### src/rtl/demux_pkg.sv
// Shared types and helpers for the demux sequencer: FSM state, channel
// geometry and the round-robin channel search used by the pointer.
package demux_pkg;

    typedef enum logic {
        IDLE  = 1'b0,
        DRIVE = 1'b1
    } state_e;

    localparam int NUM_CH = 4;
    localparam int SEL_W  = 2;

    // Next unmasked channel after ptr, wrapping; ptr itself if it is the only
    // unmasked one, and ptr unchanged if every channel is masked.
    function automatic logic [SEL_W-1:0] next_ch(input logic [SEL_W-1:0] ptr,
                                                 input logic [NUM_CH-1:0] mask);
        logic [SEL_W-1:0] cand;
        logic [SEL_W-1:0] result;
        result = ptr;
        for (int i = NUM_CH; i >= 1; i--) begin
            cand = ptr + SEL_W'(i);
            if (!mask[cand]) begin
                result = cand;
            end
        end
        return result;
    endfunction

    // Highest unmasked channel, where a frame ends (0 when all are masked).
    function automatic logic [SEL_W-1:0] last_ch(input logic [NUM_CH-1:0] mask);
        logic [SEL_W-1:0] result;
        result = '0;
        for (int i = 0; i < NUM_CH; i++) begin
            if (!mask[i]) begin
                result = SEL_W'(i);
            end
        end
        return result;
    endfunction

endpackage

### src/rtl/demux_rr_ptr.sv
// Round-robin channel pointer for the demux sequencer. Skips masked
// channels, restarts at the lowest unmasked channel after reset or clear,
// and flags whether the current / next channel closes a frame.
module demux_rr_ptr
    import demux_pkg::*;
(
    input  logic              clk,
    input  logic              rst_n,
    input  logic              clr_i,
    input  logic              advance_i,
    input  logic [NUM_CH-1:0] mask_i,
    output logic [SEL_W-1:0]  ptr_o,
    output logic [SEL_W-1:0]  nextPtr_o,
    output logic              isLast_o,
    output logic              nextIsLast_o,
    output logic              allMasked_o
);

    logic [SEL_W-1:0] ptr_q;
    logic             restart_q;
    logic [SEL_W-1:0] lastCh;

    // While restart_q is set the pointer tracks the lowest unmasked channel,
    // so a mask change before the first bit is still honoured.
    assign ptr_o        = restart_q ? next_ch(SEL_W'(NUM_CH - 1), mask_i) : ptr_q;
    assign nextPtr_o    = next_ch(ptr_o, mask_i);
    assign lastCh       = last_ch(mask_i);
    assign isLast_o     = (ptr_o == lastCh);
    assign nextIsLast_o = (nextPtr_o == lastCh);
    assign allMasked_o  = &mask_i;

    // Pointer register: restart on reset/clear, step on each finished bit.
    always_ff @(posedge clk or negedge rst_n) begin
        if (!rst_n) begin
            ptr_q     <= '0;
            restart_q <= 1'b1;
        end else if (clr_i) begin
            ptr_q     <= '0;
            restart_q <= 1'b1;
        end else if (advance_i) begin
            ptr_q     <= nextPtr_o;
            restart_q <= 1'b0;
        end
    end

endmodule

### src/rtl/demux_sequencer.sv
// Upstream sequencer for the 1-to-4 demux: takes a serial bit stream on a
// valid/ready handshake and drives each bit on d with s stepping
// round-robin, holding every bit HOLD_CYCLES clocks and pulsing frame_done
// on the last cycle of the frame-closing channel. Channel count is fixed at
// 4 by demux_pkg.
// Optional build macro DEMUX_SEQ_MASK_EN adds the ch_mask port so channels
// can be skipped; without it the rotation is a strict 0..3.
module demux_sequencer
    import demux_pkg::*;
#(
    parameter int HOLD_CYCLES = 1
) (
    input  logic              clk,
    input  logic              rst_n,
    input  logic              clr,
    input  logic              in_valid,
    input  logic              in_data,
`ifdef DEMUX_SEQ_MASK_EN
    input  logic [NUM_CH-1:0] ch_mask,
`endif
    output logic              in_ready,
    output logic              d,
    output logic [SEL_W-1:0]  s,
    output logic              out_valid,
    output logic              frame_done
);

    localparam int             HCW       = (HOLD_CYCLES > 1) ? $clog2(HOLD_CYCLES) : 1;
    localparam logic [HCW-1:0] HOLD_LOAD = HCW'(HOLD_CYCLES - 1);
    localparam bit             SINGLE    = (HOLD_CYCLES == 1);

    state_e            state_q;
    logic [HCW-1:0]    holdCnt_q;
    logic              d_q;
    logic [SEL_W-1:0]  s_q;
    logic              outValid_q;
    logic              frameDone_q;
    logic              ready_q;

    logic [NUM_CH-1:0] maskEff;
    logic [SEL_W-1:0]  ptr;
    logic [SEL_W-1:0]  nextPtr;
    logic              ptrIsLast;
    logic              nextIsLast;
    logic              allMasked;
    logic              lastCycle;
    logic              advance;
    logic              accept;

`ifdef DEMUX_SEQ_MASK_EN
    assign maskEff = ch_mask;
`else
    assign maskEff = '0;
`endif

    assign lastCycle = (state_q == DRIVE) && (holdCnt_q == '0);
    assign advance   = lastCycle && !clr;
    assign in_ready  = ready_q && !clr && !allMasked;
    assign accept    = in_valid && in_ready;

    assign d          = d_q;
    assign s          = s_q;
    assign out_valid  = outValid_q;
    assign frame_done = frameDone_q;

    demux_rr_ptr u_ptr (
        .clk          (clk),
        .rst_n        (rst_n),
        .clr_i        (clr),
        .advance_i    (advance),
        .mask_i       (maskEff),
        .ptr_o        (ptr),
        .nextPtr_o    (nextPtr),
        .isLast_o     (ptrIsLast),
        .nextIsLast_o (nextIsLast),
        .allMasked_o  (allMasked)
    );

    // Sequencer FSM: load a bit on accept, count its hold time, then either
    // chain straight into the next bit or fall back to IDLE.
    always_ff @(posedge clk or negedge rst_n) begin
        if (!rst_n) begin
            state_q     <= IDLE;
            holdCnt_q   <= '0;
            d_q         <= 1'b0;
            s_q         <= '0;
            outValid_q  <= 1'b0;
            frameDone_q <= 1'b0;
            ready_q     <= 1'b0;
        end else if (clr) begin
            state_q     <= IDLE;
            holdCnt_q   <= '0;
            d_q         <= 1'b0;
            s_q         <= '0;
            outValid_q  <= 1'b0;
            frameDone_q <= 1'b0;
            ready_q     <= 1'b1;
        end else begin
            case (state_q)
                IDLE: begin
                    if (accept) begin
                        state_q     <= DRIVE;
                        holdCnt_q   <= HOLD_LOAD;
                        d_q         <= in_data;
                        s_q         <= ptr;
                        outValid_q  <= 1'b1;
                        frameDone_q <= SINGLE && ptrIsLast;
                        ready_q     <= SINGLE;
                    end else begin
                        frameDone_q <= 1'b0;
                        ready_q     <= 1'b1;
                    end
                end
                DRIVE: begin
                    if (holdCnt_q != '0) begin
                        holdCnt_q   <= holdCnt_q - HCW'(1);
                        frameDone_q <= (holdCnt_q == HCW'(1)) && (s_q == last_ch(maskEff));
                        ready_q     <= (holdCnt_q == HCW'(1));
                    end else if (accept) begin
                        holdCnt_q   <= HOLD_LOAD;
                        d_q         <= in_data;
                        s_q         <= nextPtr;
                        outValid_q  <= 1'b1;
                        frameDone_q <= SINGLE && nextIsLast;
                        ready_q     <= SINGLE;
                    end else begin
                        state_q     <= IDLE;
                        d_q         <= 1'b0;
                        outValid_q  <= 1'b0;
                        frameDone_q <= 1'b0;
                        ready_q     <= 1'b1;
                    end
                end
                default: begin
                    state_q     <= IDLE;
                    outValid_q  <= 1'b0;
                    frameDone_q <= 1'b0;
                    ready_q     <= 1'b1;
                end
            endcase
        end
    end

endmodule
### config.mk
export PLATFORM = sky130hd
export DESIGN_NAME = demux_sequencer
export DESIGN_NICKNAME = d
export VERILOG_FILES = /design/src/rtl/demux_pkg.sv /design/src/rtl/demux_rr_ptr.sv /design/src/rtl/demux_sequencer.sv
export SDC_FILE = /design/constraint.sdc
export NUM_CORES = 1
export LEC_CHECK = 0
export ABC_AREA = 1
export CAP_MARGIN = 25
export CORE_UTILIZATION = 25
export CTS_CLUSTER_SIZE = 8
export DETAILED_ROUTE_END_ITERATION = 10
export HOLD_SLACK_MARGIN = 0.1
export SYNTH_ARGS = -nofsm -noshare
export SYNTH_HDL_FRONTEND = slang
export SYNTH_HIERARCHICAL = 1
export SYNTH_SLANG_ARGS = --single-unit
### constraint.sdc
create_clock -name clk -period 2 [get_ports clk]
set_input_delay 0.4 -clock clk [delete_from_list [all_inputs] [get_ports clk]]
set_output_delay 0.4 -clock clk [all_outputs]
set_load 0.1 [all_outputs]
==> flow_metrics.tcl <==
set metrics [dict create \
    status "finished clean" \
    setup_viol 0 \
    setup_tns_ps 0 \
    h-tree-depth 1 \
    max_freq_mhz 561 \
    dr.pass1.iters 4 \
    ys_types 24 \
    cts_buffers 3 \
    grt_max_degree 11 \
    cts_buffer_depth 2 \
    clock-sinks 10 \
    clk_pin_slew_ps 70 \
    port_buffers 10 \
    rsz0062_at_grt "no" \
    drive_gt1_share_pct 29.4 \
    crit_path_max_fanout 10 \
    drc 0 \
    ios 11 \
    dpl.hpwl_mm 1.30 \
    clock_latency_ps 270 \
    utilization_pct 34.8 \
    grt_pass1_vias 673 \
    wirelength_mm 1.58 \
    die_h_um 59.9 \
    syn-cell-area_um2 837 \
    crit_required_ps 2160 \
    ys_seq_elements 10 \
    post-route-period-util_pct 89.1 \
    powerDensity_mw_per_mm2 573 \
    die_x_um 59.9 \
    num_vias 774 \
    hold_viol 0 \
    met2_length_um 697 \
    critPathKind "flip-flop to flip-flop" \
    postSynthCellCount 124 \
    drv_cap 0 \
    wl_met1_um 797 \
    grt_pass1_wl_mm 2.75 \
    wl_per_cell_um 8.01 \
    std_cell_rows 20 \
    hold_path.class "input port to asynchronous set/reset pin" \
    ys_seq_area_share_pct 30.0 \
    postSynthAreaPerCell_um2 6.75 \
    routabilityCongestion 0.767 \
    n_antenna_cell 0 \
    p_leak_nw 0.584 \
    slew_violations 0 \
    ctsHoldBuffers 0 \
    end_kind "flip-flop" \
    clock_skew_ps 4.44 \
    start_util_pct 27.0 \
    grt_overflow 0 \
    drt-initial-drc-count 26 \
    top_layer_used "met4" \
    die-area_mm2 0.00358 \
    antenna_found_initial 0 \
    avgViaCountPerCell 3.93 \
    track_usage_pct 10.3 \
    cts_root_buf "clkbuf_4" \
    core-area_mm2 0.00310 \
    critPathLaunchType "flip-flop" \
    arrival_ps 1940 \
    post_cts_buffers 0 \
    ys.warnings.count 6 \
    detail-route-antenna-nets 0 \
    irDropWorstVdd_mv 0.192 \
    nNetsFinal 159 \
    syn_to_final_growth_pct 28.8 \
    min_period_ps 1780 \
    cts_tree "done" \
    wl_met3_um 71 \
]
==> cells by family (layout without fill, tap and decap cells) <==
logic type | after synthesis | count (layout) | share of synthesized area [%]
and+or+nand+nor | 88 | 88 | 56.1
buffers and inverters | 16 | 31 | 7.47
DFF | 10 | 10 | 30.0
AOI/OAI and AO/OA | 7 | 7 | 4.48
other | 2 | 16 | 0.897
xor gates and xnor gates | 1 | 1 | 1.05
==> metal layers <==
layer  vias to the layer above  GRT usage [%]
met1                       333           14.6
li1                        426              -
met5                         -              0
met2                        13           14.8
met3                         2           3.90
met4                         0           1.99
==> Yosys cell counts <==
library cell / number / area [µm²]
or2_2: 2 / 12.5
inv_2: 4 / 15.0
a21oi_1: 2 / 10.0
nor2_1: 8 / 30.0
clkinv_2: 2 / 10.0
o21ai_1: 2 / 10.0
nand4_1: 2 / 12.5
conb_1: 2 / 7.51
o21ai_0: 2 / 10.0
nand2_8: 1 / 20.0
nand3_1: 15 / 75.1
nand2_1: 34 / 128
xor2_1: 1 / 8.76
nand3_4: 1 / 17.5
and2_1: 1 / 6.26
nand2_4: 3 / 33.8
o21bai_1: 1 / 7.51
inv_1: 10 / 37.5
dfstp_2: 1 / 26.3
nor3_1: 1 / 5.00
dfrtp_1: 9 / 225
nor2_2: 2 / 12.5
nand2_2: 17 / 106
nand3_2: 1 / 10.0
==> critical path: stages, from the launching register on <==
cell,delay [ps]
dfstp_2,560
inv_2,70
nand2_4,140
nand2_8,100
nand2_2,70
nand2_2,60
nand2_1,80
nand2_1,70
nand2_2,80
nand3_1,90
and2_1,170
o21ai_1,130
o21ai_1,60
==> layout make-up <==
cell class              count  area, µm²
fillers                   370       2020
multi-input cells         112        578
flip-flops and latches     10        251
repair buffers             11        105
inverters                  16       62.6
well taps                  44       55.1
clock buffers               4       26.3
==> placed cells by master (no fill, tap or decap), types with 3 or more instances in the layout <==
master and n:
nand3_1 15, clkbuf_4 3, buf_4 6, o21ai_1 3, dfrtp_1 9, nand2_2 17, inv_2 4, clkdlybuf4s50_1 4
inv_1 10, nor2_2 3, nor2_1 7, nand2_1 34, nand2_4 3, conb_1 16
==> stage by stage <==
step / hold WS [ps] / cells / cell area [µm²] / setup slack [ps] / power, mW
after floorplan: 104 / 138 / 892 / 252 / 0.421
after CTS: 463 / 197 / 1080 / 182 / 0.621
after global placement: 516 / 193 / 1050 / 189 / 0.470
after detailed placement: 518 / 193 / 1050 / 195 / 0.472
final: 447 / 197 / 1080 / 218 / 0.618
after global routing: 478 / 197 / 1080 / 37.1 / 0.660
==> worst paths after layout <==
kind / startpoint / depth (start not counted) / slack (ps) / to
max: u_ptr/restart_q / 12 / 220 / s[0]
min: rst_n / 1 / 450 / frame_done
min in group clk: u_ptr/ptr_q[1] / 2 / 530 / u_ptr/ptr_q[1]
min reg2reg: u_ptr/ptr_q[1] / 2 / 530 / u_ptr/ptr_q[1]
max reg2reg: u_ptr/restart_q / 12 / 220 / s[0]
max in group asynchronous: rst_n / 1 / 1210 / u_ptr/restart_q
==> state kept, by name, summed over array words and instances (netlist names) <==
name,flops
state_q,1
u_ptr/restart_q,1
s,2
frame_done,1
u_ptr/ptr_q,2
d,1
out_valid,1
ready_q,1
==> repair_timing <==
| action | in CTS | in global routing |
|---|---|---|
| setup endpoints to repair | 0 | 1 |
| hold endpoints to repair | 0 | 0 |
| resized for setup | 0 | 1 |
==> report_power, final <==
part / total, mW / internal (mW) / switching (mW)
Sequential: 0.229 / 0.216 / 0.0122
Clock: 0.147 / 0.0771 / 0.0696
Combinational: 0.243 / 0.0794 / 0.163
Total: 0.618 / 0.373 / 0.245
Note: power is estimated with default switching activity, not from simulation.
